`src/rtl/ex_muldiv_unit.sv`:
```
// Iterative radix-2 multiply/divide unit for the EX stage; results land in HI/LO.
// Optional MULDIV_EARLY_OUT_EN: multiply leaves CALC once the remaining multiplier bits are zero.
module ex_muldiv_unit #(
    parameter int unsigned WIDTH = 32,
    parameter int unsigned CNT_W = 6
) (
    input  logic             clk,
    input  logic             rst,
    input  logic             start,
    input  logic [1:0]       op,
    input  logic [WIDTH-1:0] src_a,
    input  logic [WIDTH-1:0] src_b,
    input  logic             flush,
    output logic             stall,
    output logic             busy,
    output logic             done,
    output logic             div_by_zero,
    output logic [WIDTH-1:0] hi,
    output logic [WIDTH-1:0] lo
);

    localparam int unsigned W2 = 2 * WIDTH;

    typedef enum logic [1:0] {IDLE, CALC, FIXUP} state_t;

    state_t             state_q, state_d;
    logic               is_div_q, is_div_d;
    logic               neg_lo_q, neg_lo_d;
    logic               neg_hi_q, neg_hi_d;
    logic               dbz_q, dbz_d;
    logic [W2-1:0]      acc_q, acc_d;
    logic [W2-1:0]      mc_q, mc_d;
    logic [WIDTH-1:0]   mq_q, mq_d;
    logic [CNT_W-1:0]   cnt_q, cnt_d;
    logic [WIDTH-1:0]   hi_q, hi_d, lo_q, lo_d;
    logic               done_q, done_d, dbz_o_q, dbz_o_d, busy_q, busy_d;

    logic               a_neg, b_neg, last_step;
    logic [WIDTH-1:0]   a_abs, b_abs, quo, rem;
    logic [WIDTH:0]     rem_sh, diff;
    logic [W2-1:0]      mul_sum, prod;

    always_comb begin
        a_neg   = ~op[0] & src_a[WIDTH-1];
        b_neg   = ~op[0] & src_b[WIDTH-1];
        a_abs   = a_neg ? (WIDTH'(0) - src_a) : src_a;
        b_abs   = b_neg ? (WIDTH'(0) - src_b) : src_b;
        // acc holds {remainder, dividend/quotient} during divide
        rem_sh  = {acc_q[W2-1:WIDTH], acc_q[WIDTH-1]};
        diff    = rem_sh - {1'b0, mq_q};
        mul_sum = acc_q + (mq_q[0] ? mc_q : W2'(0));
        quo     = neg_lo_q ? (WIDTH'(0) - acc_q[WIDTH-1:0]) : acc_q[WIDTH-1:0];
        rem     = neg_hi_q ? (WIDTH'(0) - acc_q[W2-1:WIDTH]) : acc_q[W2-1:WIDTH];
        prod    = neg_lo_q ? (W2'(0) - acc_q) : acc_q;
`ifdef MULDIV_EARLY_OUT_EN
        last_step = (cnt_q == CNT_W'(WIDTH - 1)) || (!is_div_q && (mq_q[WIDTH-1:1] == '0));
`else
        last_step = (cnt_q == CNT_W'(WIDTH - 1));
`endif
    end

    // Next-state and datapath updates
    always_comb begin
        state_d  = state_q;
        is_div_d = is_div_q;
        neg_lo_d = neg_lo_q;
        neg_hi_d = neg_hi_q;
        dbz_d    = dbz_q;
        acc_d    = acc_q;
        mc_d     = mc_q;
        mq_d     = mq_q;
        cnt_d    = cnt_q;
        hi_d     = hi_q;
        lo_d     = lo_q;
        done_d   = 1'b0;
        dbz_o_d  = 1'b0;
        unique case (state_q)
            IDLE: begin
                if (start && !flush) begin
                    is_div_d = op[1];
                    neg_lo_d = a_neg ^ b_neg;
                    neg_hi_d = op[1] ? a_neg : (a_neg ^ b_neg);
                    dbz_d    = op[1] && (src_b == '0);
                    cnt_d    = '0;
                    mq_d     = b_abs;
                    acc_d    = op[1] ? {WIDTH'(0), a_abs} : W2'(0);
                    // divide keeps the raw dividend for the divide-by-zero HI value
                    mc_d     = op[1] ? {WIDTH'(0), src_a} : {WIDTH'(0), a_abs};
                    state_d  = (op[1] && (src_b == '0)) ? FIXUP : CALC;
                end
            end
            CALC: begin
                if (flush) begin
                    state_d = IDLE;
                end else begin
                    cnt_d = cnt_q + CNT_W'(1);
                    if (is_div_q) begin
                        acc_d = diff[WIDTH] ? {rem_sh[WIDTH-1:0], acc_q[WIDTH-2:0], 1'b0}
                                            : {diff[WIDTH-1:0], acc_q[WIDTH-2:0], 1'b1};
                    end else begin
                        acc_d = mul_sum;
                        mc_d  = mc_q << 1;
                        mq_d  = mq_q >> 1;
                    end
                    if (last_step) state_d = FIXUP;
                end
            end
            FIXUP: begin
                state_d = IDLE;
                if (!flush) begin
                    done_d = 1'b1;
                    if (dbz_q) begin
                        hi_d    = mc_q[WIDTH-1:0];
                        lo_d    = '1;
                        dbz_o_d = 1'b1;
                    end else if (is_div_q) begin
                        hi_d = rem;
                        lo_d = quo;
                    end else begin
                        hi_d = prod[W2-1:WIDTH];
                        lo_d = prod[WIDTH-1:0];
                    end
                end
            end
            default: state_d = IDLE;
        endcase
        busy_d = (state_d != IDLE);
    end

    always_ff @(posedge clk or posedge rst) begin
        if (rst) begin
            state_q  <= IDLE;
            is_div_q <= 1'b0;
            neg_lo_q <= 1'b0;
            neg_hi_q <= 1'b0;
            dbz_q    <= 1'b0;
            acc_q    <= '0;
            mc_q     <= '0;
            mq_q     <= '0;
            cnt_q    <= '0;
            hi_q     <= '0;
            lo_q     <= '0;
            done_q   <= 1'b0;
            dbz_o_q  <= 1'b0;
            busy_q   <= 1'b0;
        end else begin
            state_q  <= state_d;
            is_div_q <= is_div_d;
            neg_lo_q <= neg_lo_d;
            neg_hi_q <= neg_hi_d;
            dbz_q    <= dbz_d;
            acc_q    <= acc_d;
            mc_q     <= mc_d;
            mq_q     <= mq_d;
            cnt_q    <= cnt_d;
            hi_q     <= hi_d;
            lo_q     <= lo_d;
            done_q   <= done_d;
            dbz_o_q  <= dbz_o_d;
            busy_q   <= busy_d;
        end
    end

    assign stall       = ((state_q == IDLE) && start && !flush) || busy_q;
    assign busy        = busy_q;
    assign done        = done_q;
    assign div_by_zero = dbz_o_q;
    assign hi          = hi_q;
    assign lo          = lo_q;

endmodule
```
`config.mk`:
```
export PLATFORM = sky130hd
export DESIGN_NAME = ex_muldiv_unit
export DESIGN_NICKNAME = d
export VERILOG_FILES = /design/src/rtl/ex_muldiv_unit.sv
export SDC_FILE = /design/constraint.sdc
export NUM_CORES = 1
export LEC_CHECK = 0
export CAP_MARGIN = 20
export CORE_UTILIZATION = 44
export DETAILED_ROUTE_END_ITERATION = 10
export PLACE_DENSITY_LB_ADDON = 0.3
export SLEW_MARGIN = 10
export SYNTH_ARGS = -nofsm -noshare
export SYNTH_HDL_FRONTEND = slang
export SYNTH_SLANG_ARGS = --single-unit
```
`constraint.sdc`:
```
create_clock -name clk -period 8.95 [get_ports clk]
set_input_delay 1.79 -clock clk [delete_from_list [all_inputs] [get_ports clk]]
set_output_delay 1.79 -clock clk [all_outputs]
set_load 0.1 [all_outputs]
```
==> results of run 1 <==
[worst max-delay path, stage by stage]
cell             delay, ns
clkdlybuf4s50_1       0.46
nand2b_1              0.20
nand2b_1              0.59
nand2b_1              0.24
clkdlybuf4s50_1       1.16
[stage by stage]
stage          hold slack (ns)  area [sq um]  total power (W)
2_1_floorplan            0.464         19800          0.00328
3_3_place_gp             0.456         21600          0.00394
3_5_place_dp             0.466         21600          0.00398
4_1_cts                  0.483         22600          0.00527
5_1_grt                  0.510         22600          0.00561
6_report                 0.476         22600          0.00527
[cell type report]
class                           instances  area share (%)
Antenna cell                            1          0.0111
Clock buffer                           40            3.66
Clock inverter                         16           0.902
Inverter                               84            1.43
Multi-Input combinational cell       2130            57.3
Sequential cell                       239            26.5
Tap cell                              592            3.28
Timing Repair Buffer                  161            6.97
[synth_stat cells (16+ instances only)]
library cell,count,area (sq um)
o211ai_1,22,165
a211oi_1,19,143
a21o_1,38,285
clkbuf_1,141,529
o21a_1,17,128
nor4_1,24,150
a21oi_1,295,1480
nand3_1,47,235
ha_1,100,1250
nor2_1,250,938
xnor2_1,136,1190
nor3_1,35,175
xor2_1,91,797
dfrtp_1,239,5980
o21ai_0,272,1360
a31oi_1,21,131
nand4_1,16,100
nor2b_1,17,106
mux2i_1,26,260
or3_1,30,188
and2_1,72,450
nand2b_1,25,156
inv_1,83,312
nand2_1,343,1290
a221oi_1,30,263
o31ai_1,24,180
and3_1,22,138
[flip-flops by register name (all words and copies together) (netlist names), 2 cells and up]
name and count:
mq_q 32, state_q 2, hi 32, mc_q 64, cnt_q 6, acc_q 64
lo 32
[cell families (layout without fill, tap and decap cells)]
| logic type | after synthesis | after routing | synth area share [%] |
|---|---|---|---|
| buffers and inverters | 238 | 301 | 4.59 |
| DFF | 239 | 239 | 30.2 |
| and+or+nand+nor | 918 | 918 | 21.3 |
| muxes | 29 | 29 | 1.48 |
| xor gates and xnor gates | 227 | 227 | 10.0 |
| AOI/OAI and AO/OA | 854 | 854 | 25.8 |
| adders and majority gates | 102 | 102 | 6.52 |
| other | 0 | 1 | 0 |
[worst max path at each step]
stage / from / end / depth (start not counted)
final: flush / stall / 5
after global routing: flush / stall / 5
after CTS: flush / stall / 5
after detailed placement: flush / stall / 5
after global placement: flush / stall / 5
after floorplan: rst / acc_q[0]$_DFFE_PP0P_ / 1
[placed cells by master (no fill, tap or decap), types with 19 or more instances in the layout]
cell               n
a211oi_1          19
a21o_1            38
a21oi_1          295
a221oi_1          30
a31oi_1           21
and2_1            72
and3_1            22
buf_4             22
clkbuf_16         30
clkdlybuf4s50_1  137
dfrtp_1          237
ha_1             100
inv_1             82
mux2i_1           26
nand2_1          343
nand2b_1          25
nand3_1           47
nor2_1           248
nor3_1            35
nor4_1            24
o211ai_1          22
o21ai_0          272
o31ai_1           24
or3_1             30
xnor2_1          136
xor2_1            91
[per-layer routing]
metal  wire length (um)  vias up
met1              27600     9339
li1                   -     9354
met3               3670      161
met2              31900      551
met4               3190        0
met5                  0        -
[power by group]
part	switching, W	total, W	internal [W]
Sequential	0.000360	0.00161	0.00125
Combinational	0.00144	0.00239	0.000945
Clock	0.000503	0.00127	0.000765
Total	0.00230	0.00527	0.00296
==> impl_metrics.tcl, run 1 <==
set metrics [dict create \
    tritoncts_num_sinks 239 \
    clock_tree.buffer_depth 3 \
    required_ns 7.16 \
    static-leakage-power_nw 9.45 \
    synth_flop_cell "dfrtp_1" \
    r2r-start "mq_q[0]$_DFFE_PP0P_" \
    post_layout_cell_count 3263 \
    yosys.cell_types.count 78 \
    core_area_sq_um 44300 \
    worst_setup_path_end_kind "primary output" \
    met1_usage_pct 34.6 \
    grt_remaining_overflow 0 \
    postCtsHoldBufs 0 \
    detail_route.drc_violations 0 \
    fin_setup_tns_ns 0 \
    met3_usage_pct 3.93 \
    max_clock_freq_mhz 161 \
    timing.slew.headroom_pct 31.4 \
    detailroute.via_count 19405 \
    dp_slack_ns 2.77 \
    fillers 4300 \
    area_growth_syn_to_layout_pct 14.1 \
    final_antenna_net_count 0 \
    ys_seq_area_share_pct 30.2 \
    synth_seq_cells 239 \
    finClkSkew_ns 0.0309 \
    grt_use_total_pct 28.1 \
    clock_period_minus_worst_slack_ns 6.22 \
    grt_antenna_before_repair 1 \
    clk_root_buffer_cell "clkbuf_16" \
    worst-r2r-setup-slack_ns 4.18 \
    cts.reportedPaths.clkPinSlew_ns 0.06 \
    globalRoute.busiestLayer "met2" \
    cts_bufs_inserted 30 \
    critical_path_class "input pin to primary output" \
    layout-drive-gt1-share_pct 3.75 \
    worst_slew_pin_tran_ns 1.03 \
    multiInputGateArea_sq_um 12900 \
    chipHeight_um 214 \
    clk_latency_ns 0.59 \
    power-per-cell-area_nw_per_um2 233 \
    setup_slack_after_layout_ns 2.73 \
    worst_hold_startpoint "hi[0]$_DFFE_PP0P_" \
    routedWlPerCell_um 20.3 \
    timing.reg2reg.worst_path_depth 15 \
    cts_repair_resize_count 0 \
    worst_case_hold_path_end_point "hi[0]$_DFFE_PP0P_" \
    final-setup-viol-count 0 \
    hpwlAfterDp_mm 49.4 \
    gr-usage-met2_pct 48.5 \
    regToRegEndpoint "acc_q[54]$_DFFE_PP0P_" \
    cp_data_arrival_time_ns 4.43 \
    drv_slew 0 \
    synth.net_count 2779 \
    netlist_instances 2607 \
    final_hold_viol_count 0 \
    share_of_async_settable_or_async_resettable_flops_after_synthesis_pct 100 \
    synth.cell_area_sq_um 19800 \
    design.final.nets 2818 \
    timing.max_cap.violations 0 \
    hold_class "flip-flop to flip-flop" \
    post-cts-setup-buffers 0 \
    floorplan.initialDensity_pct 44.7 \
    whs_path_depth 2 \
    placementRows 77 \
    rsz0062_at_grt "false" \
    grt_max_degree 177 \
    synth_area_per_cell_sq_um 7.60 \
    die_width_um 214 \
    dr.first_iter.drc_count 1754 \
    detail_route.vias_per_cell 5.95 \
    gp_routability_congestion 0.966 \
    crit_fanout 20 \
    timing.final.crit_share_pct 69.5 \
    yosys_warnings 0 \
    htree_levels 1 \
    finalCoreUtilization_pct 51.0 \
    grt_first_pass_wirelength_mm 103 \
    regArea_sq_um 5980 \
    power.ir.vdd_worst_uv 178 \
    cts_tree "done" \
    buffer_ports.inserted 137 \
    ios 138 \
    critical_path.startpoint_type "input pin" \
    run_status "complete, no violations" \
    design.die.area_sq_um 45900 \
    synth_edf_count 0 \
    totalWireLength_mm 66.4 \
    detailedRoute.firstPassIterationCount 7 \
    place.detailed.instances 3206 \
    grt_pass1_vias 18917 \
]
(Power assumes the default switching activity.)
==> run 2: changes to the inputs <==
- clock period: 8.95 -> 6.2 ns (I/O delays scaled with it)
==> run 2 against run 1 <==
Compared with the run above: setup slack got worse by 1.2 ns; flip-flop and latch count unchanged; worst hold slack improved by 0.0046 ns; final cell count increased by 0.25%; via count increased by 0.94%; register-to-register slack got worse by 2.6 ns; non-clock buffer count increased by 5.
==> impl_metrics.tcl, run 2 (same netlist as run 1, synthesis figures left out) <==
set metrics [dict create \
    fin_setup_tns_ns 0 \
    gp_routability_congestion 0.987 \
    grt_first_pass_wirelength_mm 104 \
    dr.first_iter.drc_count 1809 \
    worst_slew_pin_tran_ns 1.02 \
    crit_path_cell_trace "buf_4, and2_1, ha_1, and2_1, nand3_1, a2111oi_0, o21a_1, nand2_1, o311ai_2, a31oi_1, o31ai_1, a31oi_1, xnor2_1, o21ai_0" \
    required_ns 6.64 \
    clk_latency_ns 0.60 \
    timing.slew.headroom_pct 31.8 \
    power.ir.vdd_worst_uv 227 \
    cp_data_arrival_time_ns 5.06 \
    reg_top3 "acc_q: 64 flops, mc_q: 64 flops" \
    worst-r2r-setup-slack_ns 1.58 \
    htree_levels 1 \
    clk_root_buffer_cell "clkbuf_16" \
    clock_period_minus_worst_slack_ns 4.62 \
    crit_path_max_incr_delay_ns 0.53 \
    grt_pass1_vias 18683 \
    globalRoute.busiestLayer "met2" \
    timing.max_cap.violations 0 \
    timing.critical_path.slowest_stage_cell "dfrtp_1" \
    detail_route.vias_per_cell 5.99 \
    cts.reportedPaths.clkPinSlew_ns 0.06 \
    hold_class "flip-flop to flip-flop" \
    grt_use_total_pct 28.6 \
    timing.reg2reg.worst_path_depth 14 \
    post-cts-setup-buffers 0 \
    die_width_um 214 \
    final_antenna_net_count 0 \
    grt_max_degree 163 \
    fillers 4301 \
    finClkSkew_ns 0.0281 \
    totalWireLength_mm 67.1 \
    design.final.nets 2824 \
    detail_route.drc_violations 0 \
    worst-path-buf-inv 1 \
    static-leakage-power_nw 9.50 \
    worst_setup_path_end_kind "flip-flop" \
    rsz0062_at_grt "false" \
    crit_fanout 59 \
    core_area_sq_um 44300 \
    met3_usage_pct 4.04 \
    cp.depth 14 \
    final-setup-viol-count 0 \
    mostFrequentLayoutCells "nand2_1 (343), a21oi_1 (295), o21ai_0 (272)" \
    final_hold_viol_count 0 \
    floorplan.initialDensity_pct 44.7 \
    area_growth_syn_to_layout_pct 14.4 \
    run_status "complete, no violations" \
    finalCoreUtilization_pct 51.1 \
    detailroute.via_count 19588 \
    grt_antenna_before_repair 2 \
    tritoncts_num_sinks 239 \
    gr-usage-met2_pct 49.0 \
    place.detailed.instances 3210 \
    placementRows 77 \
    whs_path_depth 2 \
    power-per-cell-area_nw_per_um2 339 \
    chipHeight_um 214 \
    ios 138 \
    clock_tree.buffer_depth 3 \
    layout-drive-gt1-share_pct 4.07 \
    max_clock_freq_mhz 216 \
    cpLargestDelayFamily "compound AO/OA/AOI/OAI gates" \
    grt_remaining_overflow 0 \
    cts_bufs_inserted 31 \
    buffer_ports.inserted 137 \
    postCtsHoldBufs 0 \
    detailedRoute.firstPassIterationCount 6 \
    routedWlPerCell_um 20.5 \
    critical_path.startpoint_type "flip-flop" \
    critical_path_class "flip-flop to flip-flop" \
    cts_repair_resize_count 0 \
    design.die.area_sq_um 45900 \
    cts_tree "done" \
    timing.final.crit_share_pct 74.5 \
    hpwlAfterDp_mm 50.0 \
    met1_usage_pct 35.7 \
    drv_slew 0 \
    post_layout_cell_count 3271 \
    mostFrequentLayoutCell "nand2_1" \
]
[run 2: through the flow]
step	setup WS [ns]	hold slack [ns]	power (W)	instance area, sq um
finish	1.58	0.481	0.00769	22700
global route	1.31	0.505	0.00817	22700
CTS	1.70	0.487	0.00766	22600
detailed placement	1.19	0.473	0.00577	21600
global placement	1.36	0.456	0.00572	21600
floorplan	1.83	0.464	0.00474	19800
[run 2: area by class of cell]
| type | count | area [sq um] | share of cell area (%) |
|---|---|---|---|
| multi-input combinational | 2130 | 12900 | 57.1 |
| sequential | 239 | 5980 | 26.4 |
| timing repair buffer | 166 | 1610 | 7.11 |
| clock buffer | 42 | 877 | 3.87 |
| tap | 592 | 741 | 3.27 |
| inverter | 84 | 319 | 1.41 |
| clock inverter | 16 | 181 | 0.800 |
| antenna | 2 | 5.00 | 0.0221 |
[run 2: final timing paths]
check	startpoint	endpoint
worst max register to register	mq_q[0]$_DFFE_PP0P_	acc_q[54]$_DFFE_PP0P_
worst min register to register	hi[26]$_DFFE_PP0P_	hi[26]$_DFFE_PP0P_
worst min-delay path	hi[26]$_DFFE_PP0P_	hi[26]$_DFFE_PP0P_
worst max-delay path	mq_q[0]$_DFFE_PP0P_	acc_q[54]$_DFFE_PP0P_
max in group asynchronous	rst	mq_q[15]$_DFFE_PP0P_
min in group asynchronous	rst	lo[8]$_DFFE_PP0P_
[run 2: power breakdown]
part           internal (W)  leakage [nW]  switching (W)
Clock               0.00112         0.519       0.000752
Combinational       0.00137          5.83        0.00209
Sequential          0.00181          3.15       0.000545
Total               0.00430          9.50        0.00339
[run 2: layer usage]
layer  routed length, um  share of wire, %
met5                  16             0.024
met3                4260               6.3
met1               27300                41
met2               32400                48
met4                3180               4.7
[run 2: worst min-delay path, cell delays in order, from the launching register on]
cell     delay, ns
dfrtp_1       0.34
nand2_1       0.04
o21ai_0       0.06
